### config.mk
export PLATFORM = sky130hd
export DESIGN_NAME = la_pwrseq
export DESIGN_NICKNAME = d
export VERILOG_FILES = /design/src/rtl/la_pwrseq.sv
export SDC_FILE = /design/constraint.sdc
export NUM_CORES = 1
export LEC_CHECK = 0
export ABC_CLOCK_PERIOD_IN_PS = 2300
export CAP_MARGIN = 10
export CORE_UTILIZATION = 30
export DETAILED_ROUTE_END_ITERATION = 8
export GPL_ROUTABILITY_DRIVEN = 0
export PLACE_DENSITY = 0.57
export RECOVER_POWER = 50
export SLEW_MARGIN = 20
export SYNTH_ARGS = -nofsm -noshare
export SYNTH_HDL_FRONTEND = slang
export SYNTH_SLANG_ARGS = --single-unit
### constraint.sdc
create_clock -name clk -period 2.3 [get_ports clk]
set_input_delay 0.345 -clock clk [delete_from_list [all_inputs] [get_ports clk]]
set_output_delay 0.345 -clock clk [all_outputs]
set_load 0.01 [all_outputs]
### src/rtl/la_pwrseq.sv
// Power-domain sequencer: orders switch enable, clock enable, domain reset and
// isolation release on power-up, and the reverse on power-down, with ack timeout.
module la_pwrseq #(
    parameter     PROP    = "DEFAULT",
    parameter int CW      = 8,
    parameter int RST_DLY = 4,
    parameter int ISO_DLY = 2,
    parameter int ACK_TMO = 100
) (
    input  logic clk,
    input  logic reset,
    input  logic pwr_req,
    input  logic pwr_ack,
    output logic pwr_en,
    output logic clk_en,
    output logic dom_reset,
    output logic iso,
    output logic pwr_on,
    output logic busy,
    output logic err
);

    localparam int CNT_MAX = (1 << CW) - 1;

    if (RST_DLY < 1 || RST_DLY > CNT_MAX) begin : g_bad_rst_dly
        $error("la_pwrseq: RST_DLY out of range for CW");
    end
    if (ISO_DLY < 1 || ISO_DLY > CNT_MAX) begin : g_bad_iso_dly
        $error("la_pwrseq: ISO_DLY out of range for CW");
    end
    if (ACK_TMO < 1 || ACK_TMO > CNT_MAX) begin : g_bad_ack_tmo
        $error("la_pwrseq: ACK_TMO out of range for CW");
    end
    if (PROP == 0) begin : g_bad_prop
        $error("la_pwrseq: PROP selector must be non-empty");
    end

    // An N-cycle wait loads N-1, so the exit edge is the one that sees zero.
    localparam logic [CW-1:0] RST_LD = CW'(RST_DLY - 1);
    localparam logic [CW-1:0] ISO_LD = CW'(ISO_DLY - 1);
    localparam logic [CW-1:0] TMO_LD = CW'(ACK_TMO - 1);

    typedef enum logic [2:0] {
        S_OFF,
        S_PWRUP,
        S_CLKON,
        S_RELRST,
        S_ON,
        S_ISOL,
        S_STOP,
        S_PWRDN
    } state_t;

    state_t        state_q, state_d;
    logic [CW-1:0] cnt_q, cnt_d;
    logic          err_q, err_d;
    logic          ack_s1_q, ack_s_q;
    logic          pwr_en_q, clk_en_q, dom_reset_q, iso_q, pwr_on_q, busy_q;

    always_comb begin
        state_d = state_q;
        cnt_d   = cnt_q;
        err_d   = err_q;
        case (state_q)
            S_OFF: begin
                if (pwr_req) begin
                    state_d = S_PWRUP;
                    cnt_d   = TMO_LD;
                    err_d   = 1'b0;
                end
            end
            S_PWRUP: begin
                if (ack_s_q) begin
                    state_d = S_CLKON;
                    cnt_d   = RST_LD;
                end else if (cnt_q == '0) begin
                    state_d = S_PWRDN;
                    cnt_d   = TMO_LD;
                    err_d   = 1'b1;
                end else begin
                    cnt_d = cnt_q - 1'b1;
                end
            end
            S_CLKON: begin
                if (cnt_q == '0) begin
                    state_d = S_RELRST;
                    cnt_d   = ISO_LD;
                end else begin
                    cnt_d = cnt_q - 1'b1;
                end
            end
            S_RELRST: begin
                if (cnt_q == '0) begin
                    state_d = S_ON;
                end else begin
                    cnt_d = cnt_q - 1'b1;
                end
            end
            S_ON: begin
                if (!pwr_req) begin
                    state_d = S_ISOL;
                    cnt_d   = ISO_LD;
                end
            end
            S_ISOL: begin
                if (cnt_q == '0) begin
                    state_d = S_STOP;
                end else begin
                    cnt_d = cnt_q - 1'b1;
                end
            end
            S_STOP: begin
                state_d = S_PWRDN;
                cnt_d   = TMO_LD;
            end
            S_PWRDN: begin
                if (!ack_s_q) begin
                    state_d = S_OFF;
                end else if (cnt_q == '0) begin
                    state_d = S_OFF;
                    err_d   = 1'b1;
                end else begin
                    cnt_d = cnt_q - 1'b1;
                end
            end
            default: state_d = S_OFF;
        endcase
    end

    // Outputs decode the next state so they move on the same edge as the state.
    always_ff @(posedge clk or posedge reset) begin
        if (reset) begin
            ack_s1_q    <= 1'b0;
            ack_s_q     <= 1'b0;
            state_q     <= S_OFF;
            cnt_q       <= '0;
            err_q       <= 1'b0;
            pwr_en_q    <= 1'b0;
            clk_en_q    <= 1'b0;
            dom_reset_q <= 1'b1;
            iso_q       <= 1'b1;
            pwr_on_q    <= 1'b0;
            busy_q      <= 1'b0;
        end else begin
            ack_s1_q    <= pwr_ack;
            ack_s_q     <= ack_s1_q;
            state_q     <= state_d;
            cnt_q       <= cnt_d;
            err_q       <= err_d;
            pwr_en_q    <= (state_d != S_OFF) && (state_d != S_PWRDN);
            clk_en_q    <= state_d inside {S_CLKON, S_RELRST, S_ON, S_ISOL};
            dom_reset_q <= !(state_d inside {S_RELRST, S_ON, S_ISOL});
            iso_q       <= (state_d != S_ON);
            pwr_on_q    <= (state_d == S_ON);
            busy_q      <= !(state_d inside {S_OFF, S_ON});
        end
    end

    assign pwr_en    = pwr_en_q;
    assign clk_en    = clk_en_q;
    assign dom_reset = dom_reset_q;
    assign iso       = iso_q;
    assign pwr_on    = pwr_on_q;
    assign busy      = busy_q;
    assign err       = err_q;

endmodule

[After elaboration in Yosys (flattened, before gate mapping)]
Index checks and enable logic that the tools add are counted.
Word-level totals
  bits of input ports: 4
  flip-flop bits (word level): 20
  output and inout bits: 7
  logic and storage cells: 66
Operators by class
  equal/unequal tests: 17
  reductions and logical operators: 14
  mux-type cells: 23
  add/sub/neg operators: 1
Operator list (number)
  8-bit 2-to-1 mux: 7
  8-bit one-hot mux with 7 select lines: 1
  3-bit 2-to-1 mux: 9
  3-bit one-hot mux with 8 select lines: 1
  3-bit equality test, second input constant: 6
  3-bit by 2-bit equality test with 1-bit output, second input constant: 4
  3-bit nonzero test: 3
  8-bit zero test: 1
  2-bit != test, second input constant: 4
  8-bit by 1-bit subtractor with 8-bit output, second input constant: 1
  3-bit zero test: 2
  3-bit != test, second input constant: 2
  1-bit 2-to-1 mux: 4
  4-bit AND reduction: 1
  4-bit nonzero test: 1
  3-bit by 1-bit equality test with 1-bit output, second input constant: 1
  1-bit one-hot mux with 3 select lines: 1
  3-bit AND reduction: 1
  1-bit zero test: 2
  2-bit nonzero test: 1
  2-bit OR reduction: 1
  1-bit logical AND: 1

[Logic depth before layout (Yosys ltp)]
  word-level depth: 7
  depth in mapped cells: 8
  gate-level depth less buffers: 7

[Least setup slack after synthesis]
Ideal clock, no wire load.
  path type: flip-flop to flip-flop
  start: register cnt_q[2]
  end: register cnt_q[4]
  library setup time: 122 ps
  arrival time: 2045 ps
  clock period less this slack: 2167 ps
  stages on the path, launching flop included: 7
  path buffers: 1
  path slack: 133 ps
  data required time: 2178 ps
  path through: dfrtp_1 buf_2 or4_4 or4b_4 a22oi_4 nor2b_2 a32o_1
On the way
  word-level cells in the longest chain between the ends: 4
  elaborated cells on any way between the ends: 8
  those cells by class: add/sub (1); mux (6); reduce/logical (1)
Ends and longest elaborated chain
  from (decl): line 55  | logic [CW-1:0] cnt_q, cnt_d;
  from (signal assigned): line 148  | cnt_q <= cnt_d;
  8-bit by 1-bit subtractor with 8-bit output / 8-bit zero test (equally long branches)
  8-bit 2-to-1 mux, on equally long branches
  8-bit 2-to-1 mux, on equally long branches: line 117, 73
  8-bit one-hot mux with 7 select lines *: line 64  | case (state_q)
Mark *: on every way between the ends. The rest lies on a longest branch, timed or not. The select of a mux whose other input is x is not followed.
A chain may end at the register's enable or synchronous reset.

[Worst setup path in the final report]
  start: register cnt_q[2]
  end: register cnt_q[7]
The elaborated chain is that of the path after synthesis.

==> summary.md <==
* status: completed
* delay of the slowest critical-path stage: 0.60 ns
* part of the total power dissipated in sequential elements: 33.6%
* row count: 21
* measured slew at the worst slew-check pin: 0.771 ns
* number of warning messages in the yosys log: 0
* total global-route track usage: 12.6%
* biggest area consumer among synthesized cells: sky130_fd_sc_hd__dfrtp_1
* net count after synthesis: 129
* dominant register cell in the synthesized netlist: sky130_fd_sc_hd__dfrtp_1
* Power per Cell Area: 1410 nW/um2
* DRC Markers: 0
* Worst IR Drop VDD: 0.642 mV
* number of storage elements in the synthesis netlist: 20
* routed via count: 948
* Worst R2R Start: cnt_q[2]$_DFFE_PP0P_
* detailed-placement wirelength estimate: 1660 um
* cts bufs inserted: 3
* placeable core region: 3470 um2
* number of buffers and inverters on the critical path: 0
* count of cells along the worst hold path: 0
* overall power: 1.98 mW
* antenna violations before repair: 0
* Cell Area, Synth: 1120 um2
* path type of the worst setup path: reg2reg
* clock slew at reported path FFs: 0.08 ns
* endpoint type of the worst setup path: register
* maximum number of pins on one net before global-route repair: 21
* critical path's top delay family: simple AND/OR/NAND/NOR gates
* flip-flop count of the largest register after layout: 8
* most frequent cells after synthesis: 18 x sky130_fd_sc_hd__dfrtp_1, 13 x sky130_fd_sc_hd__nor2_1, 10 x sky130_fd_sc_hd__a21oi_1
* sequential area share after synthesis: 44.9%
* share of total power in combinational logic: 48.8%
* smallest hold slack: 0.353 ns
* most used standard cell by instance count after synthesis: sky130_fd_sc_hd__dfrtp_1
* final net count: 146
* CP max stage cell: sky130_fd_sc_hd__or4b_4
* number of nets with antenna violations after routing: 0
* Net Sw Frac: 39.0%
* required time at the worst-slack endpoint: 2.45 ns
* maximum buffer depth of the clock tree: 2
* Iteration-0 DRC Markers: 26
* reported leakage power: 0.570 nW
* final critical delay including setup and external delays: 2.26 ns
* Routed WL per cell: 12.7 um
* final std cells w/o fill: 185
* distinct cell type count after synthesis: 37
* Avg Synthesized Cell Area: 9.11 um2
* RSZ-0062 raised after global routing: yes
* count of final setup violators: 0
* die boundary width: 63.1 um
* largest registers: cnt_q: 8 flops, state_q: 3 flops
* antenna diode count: 0
* Hold Path Class: reg2reg
* total of max-cap violations: 0
* total internal power: 1.21 mW
* via count of the first global-routing pass: 851
* sinks on the clock net: 20
* clock skew after layout: 0.00328 ns
* Critical Path Start Type: register
* top-area cell type share of the netlist area: 40.2%
* Crit path arrival time: 2.41 ns
* launch point of the worst hold path: ack_s1_q$_DFF_PP0_
* number of cells in the design after placement: 177
* count of input and output buffers: 10
* register with the highest flop count: cnt_q
* dominant cells by area after synthesis: sky130_fd_sc_hd__dfrtp_1 40%, sky130_fd_sc_hd__dfstp_2 4.7%, sky130_fd_sc_hd__a21oi_1 4.5%
* Worst R2R Path Depth: 5
* Max-Slew Margin vs Limit: 48.5%
* share of synthesized flip-flops with an asynchronous set or reset: 100%
* switching pwr: 774 uW
* clock tree from TritonCTS: built
* die area: 3990 um2
* r2r setup slk: 0.04 ns
* level count of the clock H-tree: 1
* number of hold violations in the final report: 0
* cell chain of the critical path: or4_4 > or4b_4 > a22oi_4 > o31ai_1 > a32o_1
* largest fanout on the critical path: 5
* P&R area growth vs syn: 25.2%
* Reg2Reg Capture Point: cnt_q[7]$_DFFE_PP0P_
* chip height: 63.1 um
* average via count per standard cell: 5.12
* period utilisation layout: 98.2%
* Pins Over Slew Limit: 0
* share of final-layout standard cells stronger than drive strength 1: 16.5%
* Max Freq: 443 MHz
* cell at the root of the clock tree: sky130_fd_sc_hd__clkbuf_8
* Synth Instances: 123
* Initial Util: 32.3%
* Worst Hold Path EP: ack_s_q$_DFF_PP0_
* Clk pwr share: 17.6%
* Stages on worst setup path: 5
* Post-Route WL: 2350 um
* Pre-Repair DR Iteration Count: 4
* number of enable-type register cells in the synthesized netlist: 0
* global route total overflow: 0
* # IOs: 11
* clock latency on the worst-skew pair: 0.25 ns
* global-route wire length before repair: 4020 um
==> metrics by stage <==
| stage | utilization (%) | setup slack, ns | cell area (um2) | setup TNS, ns |
|---|---|---|---|---|
| after global placement | 37.2 | 0.121 | 1290 | 0 |
| after global routing | 40.5 | -0.0278 | 1400 | -0.0841 |
| after floorplan | - | 0.133 | 1120 | 0 |
| after detailed placement | 37.2 | 0.0818 | 1290 | 0 |
| final | 40.5 | 0.0424 | 1400 | 0 |
| after CTS | 39.2 | 0.0650 | 1360 | 0 |
==> power groups by stage <==
stage          clock network, mW  registers, mW  logic, mW
4_1_cts                    0.356          0.673      0.880
3_5_place_dp                   0          0.682      0.871
6_report                   0.349          0.668      0.968
2_1_floorplan                  0          0.623      0.679
5_1_grt                    0.371          0.696       1.07
3_3_place_gp                   0          0.675      0.865
==> kinds of logic after synthesis <==
family                     after synthesis  synth area share [%]
DFF                                     20                  44.9
and+or+nand+nor                         46                  22.5
AOI/OAI and AO/OA                       41                  25.1
buffers and inverters                   13                  4.46
xor gates and xnor gates                 1                 0.781
adders and majority gates                2                  2.23
==> layout make-up <==
type / count / area, um2
Fill cell: 343 / 2060
Multi-Input combinational cell: 90 / 581
Sequential cell: 20 / 504
Timing Repair Buffer: 19 / 168
Tap cell: 46 / 57.6
Clock buffer: 3 / 41.3
Clock inverter: 1 / 30.0
Inverter: 6 / 22.5
==> worst register-to-register path, stage by stage (launching register included) <==
cell                      delay (ns)
sky130_fd_sc_hd__dfrtp_1        0.40
sky130_fd_sc_hd__or4_4          0.55
sky130_fd_sc_hd__or4b_4         0.60
sky130_fd_sc_hd__a22oi_4        0.28
sky130_fd_sc_hd__o31ai_1        0.10
sky130_fd_sc_hd__a32o_1         0.21
==> worst max path at each step <==
stage | from | slack, ns | end
finish | cnt_q[2]$_DFFE_PP0P_ | 0.04 | cnt_q[7]$_DFFE_PP0P_
global route | cnt_q[2]$_DFFE_PP0P_ | -0.03 | cnt_q[4]$_DFFE_PP0P_
detailed placement | cnt_q[3]$_DFFE_PP0P_ | 0.08 | cnt_q[2]$_DFFE_PP0P_
global placement | cnt_q[3]$_DFFE_PP0P_ | 0.12 | cnt_q[4]$_DFFE_PP0P_
floorplan | cnt_q[2]$_DFFE_PP0P_ | 0.13 | cnt_q[4]$_DFFE_PP0P_
CTS | cnt_q[3]$_DFFE_PP0P_ | 0.06 | cnt_q[2]$_DFFE_PP0P_
==> cells in the final DEF, fill, tap and decap left out, types with 2 or more instances in the layout <==
cell type / n
sky130_fd_sc_hd__o21ai_0: 6
sky130_fd_sc_hd__a22o_1: 2
sky130_fd_sc_hd__dfrtp_1: 17
sky130_fd_sc_hd__a32o_1: 2
sky130_fd_sc_hd__o22a_1: 2
sky130_fd_sc_hd__nand2b_1: 5
sky130_fd_sc_hd__o21ai_2: 2
sky130_fd_sc_hd__nor3_1: 4
sky130_fd_sc_hd__a21oi_1: 10
sky130_fd_sc_hd__nor2_1: 13
sky130_fd_sc_hd__dfstp_2: 2
sky130_fd_sc_hd__clkbuf_8: 3
sky130_fd_sc_hd__o211ai_1: 3
sky130_fd_sc_hd__o21a_1: 5
sky130_fd_sc_hd__ha_1: 2
sky130_fd_sc_hd__nand2_1: 8
sky130_fd_sc_hd__buf_4: 9
sky130_fd_sc_hd__nor2b_1: 2
sky130_fd_sc_hd__nand3_1: 2
sky130_fd_sc_hd__dlygate4sd3_1: 2
sky130_fd_sc_hd__inv_1: 6
sky130_fd_sc_hd__clkdlybuf4s50_1: 8
sky130_fd_sc_hd__o31ai_1: 2
sky130_fd_sc_hd__o22ai_1: 2
sky130_fd_sc_hd__nor4_1: 3
==> per-layer routing <==
layer,up-vias,track usage [%],share of wire [%]
li1,476,-,-
met1,451,18.8,51
met2,17,19.0,46
met3,4,2.17,2.0
met4,0,2.62,0.77
met5,-,0,0
==> repair_timing <==
item | 4_1_cts | 5_1_grt
endpoints found under the setup margin | 0 | 3
resized for setup | 0 | 6
buffers inserted | 0 | 4
hold buffers | 0 | 0
Power figures use the tool's default switching activity.
